--- config.mk ---
export PLATFORM = sky130hd
export DESIGN_NAME = nn_rnn_weight_update
export DESIGN_NICKNAME = d
export VERILOG_FILES = /design/src/rtl/nn_rnn_weight_update.sv
export SDC_FILE = /design/constraint.sdc
export NUM_CORES = 1
export LEC_CHECK = 0
export CELL_PAD_IN_SITES_DETAIL_PLACEMENT = 0
export CELL_PAD_IN_SITES_GLOBAL_PLACEMENT = 1
export CORE_MARGIN = 5
export CORE_UTILIZATION = 35
export CTS_BUF_LIST = sky130_fd_sc_hd__clkbuf_8
export CTS_CLUSTER_SIZE = 30
export DETAILED_ROUTE_END_ITERATION = 8
export PLACE_DENSITY_LB_ADDON = 0.1
export REMOVE_ABC_BUFFERS = 1
export SKIP_CTS_REPAIR_TIMING = 1
export SLEW_MARGIN = 20
export SYNTH_ARGS = -nofsm -noshare
export SYNTH_HDL_FRONTEND = slang
export SYNTH_SLANG_ARGS = --single-unit
export TNS_END_PERCENT = 5
--- constraint.sdc ---
create_clock -name CLK -period 6.4 [get_ports CLK]
set_input_delay 0.64 -clock CLK [delete_from_list [all_inputs] [get_ports CLK]]
set_output_delay 0.64 -clock CLK [all_outputs]
set_load 0.05 [all_outputs]
--- src/rtl/nn_rnn_weight_update.sv ---
// Weight-update block for one stochastic RNN node: integrates gradient bitstreams
// over a fixed window and applies one saturating gradient-descent step per window.
module nn_rnn_weight_update #(
  parameter int NB      = 16,
  parameter int NN      = 3,
  parameter int NR      = 3,
  parameter int LOGWIN  = 8,
  parameter int LRSHIFT = 4,
  parameter int WINIT   = 2**(NB-1)
) (
  input  logic             CLK,
  input  logic             INIT,
  input  logic             EN,
  input  logic             CLR,
  input  logic             dsign,
  input  logic [NN-1:0]    dalpha,
  input  logic [NR-1:0]    dgamma,
  input  logic             dbeta,
  output logic [NN*NB-1:0] alpha,
  output logic [NR*NB-1:0] gamma,
  output logic [NB-1:0]    beta,
  output logic             upd_valid
);

  localparam int NW = NN + NR + 1;
  localparam int AW = LOGWIN + 2;
  localparam int WW = NB + LOGWIN + 2;
  localparam logic signed [WW-1:0] WZERO_S = {WW{1'b0}};
  localparam logic signed [WW-1:0] WMAX_S  = {{(WW-NB){1'b0}}, {NB{1'b1}}};
  localparam logic signed [AW-1:0] ONE_S   = {{(AW-1){1'b0}}, 1'b1};

  typedef enum logic {ACCUM = 1'b0, APPLY = 1'b1} state_t;

  state_t                   state_q, state_d;
  logic [LOGWIN-1:0]        wcnt_q, wcnt_d;
  logic signed [AW-1:0]     acc_q [NW];
  logic signed [AW-1:0]     acc_d [NW];
  logic [NB-1:0]            w_q [NW];
  logic [NB-1:0]            w_d [NW];
  logic                     upd_q, upd_d;
  logic [NW-1:0]            grad_s;

  // Weight order everywhere: alpha[0..NN-1], gamma[0..NR-1], beta.
  assign grad_s = {dbeta, dgamma, dalpha};

  function automatic logic [NB-1:0] apply_step(input logic [NB-1:0] w,
                                                input logic signed [AW-1:0] acc);
    logic signed [WW-1:0] w_s;
    logic signed [WW-1:0] acc_s;
    logic signed [WW-1:0] step_s;
    logic signed [WW-1:0] new_s;
    w_s    = $signed({{(WW-NB){1'b0}}, w});
    acc_s  = $signed({{(WW-AW){acc[AW-1]}}, acc});
    step_s = acc_s >>> LRSHIFT;
    new_s  = w_s - step_s;
    if (new_s < WZERO_S) begin
      return {NB{1'b0}};
    end else if (new_s > WMAX_S) begin
      return {NB{1'b1}};
    end else begin
      return new_s[NB-1:0];
    end
  endfunction

  always_comb begin
    state_d = state_q;
    wcnt_d  = wcnt_q;
    upd_d   = 1'b0;
    for (int i = 0; i < NW; i++) begin
      acc_d[i] = acc_q[i];
      w_d[i]   = w_q[i];
    end
    if (CLR) begin
      state_d = ACCUM;
      wcnt_d  = {LOGWIN{1'b0}};
      for (int i = 0; i < NW; i++) acc_d[i] = {AW{1'b0}};
    end else begin
      case (state_q)
        ACCUM: begin
          if (EN) begin
            for (int i = 0; i < NW; i++) begin
              if (grad_s[i]) begin
                acc_d[i] = dsign ? acc_q[i] - ONE_S : acc_q[i] + ONE_S;
              end else begin
                acc_d[i] = acc_q[i];
              end
            end
            // Counter wraps to zero naturally on the last sample of the window.
            wcnt_d  = wcnt_q + {{(LOGWIN-1){1'b0}}, 1'b1};
            state_d = (&wcnt_q) ? APPLY : ACCUM;
          end else begin
            state_d = ACCUM;
          end
        end
        APPLY: begin
          for (int i = 0; i < NW; i++) begin
            w_d[i]   = apply_step(w_q[i], acc_q[i]);
            acc_d[i] = {AW{1'b0}};
          end
          upd_d   = 1'b1;
          state_d = ACCUM;
        end
        default: begin
          state_d = ACCUM;
        end
      endcase
    end
  end

  always_ff @(posedge CLK or posedge INIT) begin
    if (INIT) begin
      state_q <= ACCUM;
      wcnt_q  <= {LOGWIN{1'b0}};
      upd_q   <= 1'b0;
      for (int i = 0; i < NW; i++) begin
        acc_q[i] <= {AW{1'b0}};
        w_q[i]   <= NB'(WINIT);
      end
    end else begin
      state_q <= state_d;
      wcnt_q  <= wcnt_d;
      upd_q   <= upd_d;
      for (int i = 0; i < NW; i++) begin
        acc_q[i] <= acc_d[i];
        w_q[i]   <= w_d[i];
      end
    end
  end

  for (genvar n = 0; n < NN; n++) begin : g_alpha
    assign alpha[n*NB +: NB] = w_q[n];
  end
  for (genvar n = 0; n < NR; n++) begin : g_gamma
    assign gamma[n*NB +: NB] = w_q[NN+n];
  end
  assign beta      = w_q[NW-1];
  assign upd_valid = upd_q;

endmodule

; Yosys cells after proc, flatten, opt, wreduce, memory -nomap -nowiden
; Index checks and enable logic that the tools add are counted.
; W data, S select, Z words.
[classes]
add_sub_neg = 22
n_reduce_logical = 11
n_mux = 40
bitwise = 2
eq_ne = 9
order_cmp = 14
[op_table]
columns = op, n
row1 = $mux W16, 14
row2 = $mux W10, 14
row3 = $mux W70, 2
row4 = $pmux W70 S2, 1
row5 = $gt A18 B17 Y1 const B, 7
row6 = $lt A18 B1 Y1 const B, 7
row7 = $sub A17 B6 Y18, 7
row8 = $add A10 B2 Y10 const B, 7
row9 = $sub A10 B2 Y10 const B, 7
row10 = $mux W8, 3
row11 = $ne A3 B3 Y1 const B, 8
row12 = $reduce_and A2 Y1, 9
row13 = $add A8 B1 Y8 const B, 1
row14 = $reduce_and A8 Y1, 1
row15 = $mux W1, 5
row16 = $ne A2 B2 Y1 const B, 1
row17 = $not A1 Y1, 2
row18 = $pmux W1 S2, 1
row19 = $reduce_bool A2 Y1, 1
[word_totals]
elab_cells = 115
inputBits = 12
out_inout_bits = 113
register_bits = 192

; Depth between registers and ports, before layout
[depth]
depth_word = 6
mapped_depth = 14
ltp_nobuf = 13

; Worst setup path after synthesis
; Ideal clock, no wire load.
[synth_timing]
path_kind = register -> register
startpoint = register w_q (netlist bit alpha[16])
endpoint = register w_q (netlist bit alpha[16])
setup_slack_ns = 3.109
t_arrival_ns = 3.168
stages_incl_launch_ff = 15
period_less_slack_ns = 3.291
setup_ns = 0.123
n_path_buf = 1
required_time_ns = 6.277
cell_sequence = dfrtp_1 -> inv_1 -> ha_1 -> inv_1 -> fa_1 -> a211oi_2 -> nor2_1 -> o41a_1 -> o21ai_2 -> a21oi_2 -> o21bai_2 -> nor4_1 -> a311o_2 -> buf_6 -> o221a_1
[synth_between]
elab_chain_len = 4
elab_cells_between_ends = 5
classes_between = add/sub: 1 / order compare: 2 / mux: 2
[synth_lines]
columns = element, line_no
row1 = "start, declared", 38  ; logic [NB-1:0] w_q [NW];
row2 = "start signal, assigned by index", 117  ; w_q[i] <= NB'(WINIT);
row3 = "start signal, assigned by index", 125  ; w_q[i] <= w_d[i];
row4 = $sub A17 B6 Y18 *, 55  ; new_s = w_s - step_s;
row5 = $gt A18 B17 Y1, 58  ; end else if (new_s > WMAX_S) begin
row6 = $mux W16, 58
row7 = $mux W16 *, 56  ; if (new_s < WZERO_S) begin
; Mark *: on every way between the ends. The rest lies on a longest branch, timed or not.
; A chain may end at the register's enable or synchronous reset.

; Worst setup path after layout
[layout_timing]
startpoint = register acc_q[39] (netlist bit)
endpoint = register w_q (netlist bit gamma[0])
[layout_between]
elab_chain_len = 4
elab_cells_between_ends = 5
classes_between = add/sub: 1 / order compare: 2 / mux: 2
[layout_lines]
columns = element, line_no
row1 = "start, declared", 36  ; logic signed [AW-1:0] acc_q [NW];
row2 = "start signal, assigned by index", 116  ; acc_q[i] <= {AW{1'b0}};
row3 = "start signal, assigned by index", 124  ; acc_q[i] <= acc_d[i];
row4 = $sub A17 B6 Y18 *, 55
row5 = $gt A18 B17 Y1, 58
row6 = $mux W16, 58
row7 = $mux W16 *, 56
; Marked as above.

==> out/metrics.cfg <==
[outcome]
outcome = finished clean

[power]
p_leak_nw = 8.27
peakVddDrop_v = 0.000123
powerDensity_mw_per_mm2 = 182

[routing]
vias = 13600
wl_met1_mm = 19.9
wire_per_inst_um = 16.1
dr_wl_met2_mm = 19.9
wl_met3_mm = 1.03
vias_per_cell = 5.25
top_layer_used = met4
dr.pass1.iters = 5
dr.first_iter.drc_count = 677
drc = 0
detail-route-antenna-nets = 0
routed_wl_mm = 41.5

[synthesis]
synth.avg_cell_area_um2 = 8.58
yosysTopAreaCell = dfrtp_1
yosys-top-cells-area = dfrtp_1 (29%), ha_1 (14%), a21oi_1 (6.7%)
synthCells = 1876
ys_async_sr_fraction_pct = 100
synth_seq_cells = 192
syn_area_mm2 = 0.0161
ys.flop_type = dfrtp_1
synth-edff-count = 0
yosysWarningCount = 0
ys_seq_area_share_pct = 29.9
synth_cell_types = 94
yosysTopAreaCellShare_pct = 28.8

[worst_setup_path]
reg2reg_slack_ns = 2.51
cp_data_required_time_ns = 6.83
r2r_cells = 10
cp.arrival_ns = 4.32
crit_buf_inv = 1
crit_chain = inv_1 > ha_1 > or3_1 > o32ai_1 > a21oi_1 > nand3b_1 > nand2b_1 > mux2i_4 > a31o_1 > a221oi_1
end_kind = flip-flop
critical_path.max_stage_delay_ns = 0.68
crit_slowest_cell = dfrtp_1
criticalPathCategory = flip-flop to flip-flop
cp-start-kind = flip-flop
cp_top_family = simple AND/OR/NAND/NOR gates
reg2reg_to = gamma[0]
cp_max_fo = 16
reg2reg_from = acc_q[39]

[timing]
slew_headroom_pct = 28.2
setup_viol = 0
tightestPinTransition_ns = 1.07
fmax_mhz = 257
final_min_period_over_clock_period_pct = 60.8
hold_viol = 0
fin_skew_ns = 0.0245
rsz0062_at_grt = no
slew_violations = 0
finalCriticalPeriod_ns = 3.89
setup_tns_ns = 0

[final_layout]
final_util_pct = 40.4
diodes = 0
area_growth_pct = 14.1
fin_area_mm2 = 0.0184
drive_gt1_share_pct = 6.15
nFillCells = 4702
finalNetCount = 2173

[floorplanning]
dieArea_mm2 = 0.0504
ios = 125
core_area_mm2 = 0.0455
die_x_um = 224
chipHeight_um = 224
start_util_pct = 35.4
num_rows = 78

[grt]
overflow = 0
grt_usage_pct = 16.7
grt_pass1_wl_mm = 69.6
grt_pass1_vias = 13600
grt_max_degree = 97
grt_antenna_before_repair = 0

[clocking]
htree_levels = 4
cts_tree = yes
cts_root_buf = clkbuf_8
cts_made_buffers = 17
clock_sinks = 192
clk_pin_slew_worst_paths_ns = 0.11
ctsLongestPathBuffers = 2
clock_latency_ns = 0.58

[place]
hpwlAfterDp_mm = 29.3
place.gp.congestion = 0.804
placed_area_mm2 = 0.0179
port_buffers = 124

[min_path]
hold_path.class = flip-flop to flip-flop
hp-start = alpha[31]
min_to = alpha[31]
hold_depth = 2

[run]
drv_cap = 0

[registers in the layout, summed over array words and instances (netlist names)]
signal / flops
state_q: 1
beta: 16
acc_q: 70
wcnt_q: 8
alpha: 48
gamma: 48
upd_valid: 1
[logic make-up (layout without fill, tap and decap cells)]
kind of cell / after synthesis / after routing / synth area share, %
xor+xnor: 154 / 154 / 8.54
simple gates: 551 / 551 / 15.9
buf+inv: 171 / 279 / 4.18
fa+ha+maj: 190 / 190 / 15.4
mux: 5 / 5 / 0.358
compound gates: 613 / 613 / 25.7
flops: 192 / 192 / 29.9
[cells in the mapped netlist, drive strengths merged (4+ instances only)]
cell type	count
nand3	38
fa	14
or4	6
o21ai	102
nor2b	14
o22ai	4
nor3	46
buf	14
a31o	6
o221ai	4
or3	14
xor2	40
and3	17
a2bb2oi	8
and2	16
a211oi	29
a31oi	20
xnor2	114
dfrtp	185
nor2	221
o21bai	35
dfstp	7
o21a	28
o31a	8
a21oi	217
nand2	137
a211o	13
nand4	7
o31ai	20
o211ai	8
inv	112
ha	176
mux2i	5
clkbuf	44
o221a	9
a311oi	13
or2	7
nand2b	15
o41a	4
a21o	43
a221o	12
[cell usage in the layout (no fill, tap or decap), types with 7 or more instances in the layout]
master             n
a21oi_1          214
nor2_1           211
dfrtp_1          185
ha_1             176
nand2_1          136
clkdlybuf4s50_1  123
inv_1            113
xnor2_1          112
o21ai_0           58
a21o_1            43
xor2_1            40
nand3_1           38
nor3_1            35
o21bai_1          33
o21ai_1           33
o21a_1            28
a211oi_1          27
clkbuf_8          21
a31oi_1           19
o31ai_1           18
and3_1            17
and2_1            16
nor2b_1           14
nand2b_1          14
or3_1             14
fa_1              14
a211o_1           13
a221o_1           12
o21ai_2           11
nor3_2            11
nor2_2            10
buf_4             10
o221a_1            9
o31a_1             8
o211ai_1           8
a2bb2oi_1          8
a311oi_1           7
dfstp_2            7
[per-layer routing]
layer / up-vias / track usage (%)
met1: 6458 / 21.9
met5: - / 0
met4: 0 / 5.24
met2: 121 / 28.1
li1: 6955 / -
met3: 42 / 3.03
[stage by stage]
stage | power, W | setup WS (ns) | hold WS (ns) | cells
after floorplan | 0.00222 | 0.544 | 0.484 | 1818
after global placement | 0.00244 | 2.24 | 0.483 | 2552
after detailed placement | 0.00245 | 2.22 | 0.495 | 2552
after CTS | 0.00341 | 2.18 | 0.513 | 2584
after global routing | 0.00360 | 2.18 | 0.540 | 2584
final | 0.00335 | 2.51 | 0.503 | 2584
[worst min-delay path, delay by kind of cell, from the launching register on]
kind	cells	cell delay, ns
and+or+nand+nor	1	0.06
DFF	1	0.40
AOI/OAI and AO/OA	1	0.05
[layout make-up]
| cell class | instances | area, µm² | area share, % |
|---|---|---|---|
| clock inverter | 11 | 138 | 0.749 |
| multi-input combinational | 1513 | 10600 | 57.9 |
| sequential | 192 | 4810 | 26.2 |
| inverter | 113 | 433 | 2.36 |
| timing repair buffer | 134 | 1310 | 7.14 |
| tap | 600 | 751 | 4.09 |
| clock buffer | 21 | 289 | 1.57 |
[how the worst max path moves through the flow]
stage | start | cells past startpoint | endpoint
final | acc_q[39] | 10 | gamma[0]
after global routing | acc_q[39] | 10 | gamma[0]
after CTS | acc_q[39] | 10 | gamma[0]
after detailed placement | acc_q[39] | 10 | gamma[0]
after global placement | acc_q[39] | 10 | gamma[11]
after floorplan | INIT | 1 | acc_q[0]
[where the power goes]
part           switching [W]  internal (W)  total (W)
logic               0.000647      0.000493    0.00114
registers          0.0000337       0.00125    0.00128
clock network       0.000502      0.000424   0.000926
(Power assumes the default switching activity.)
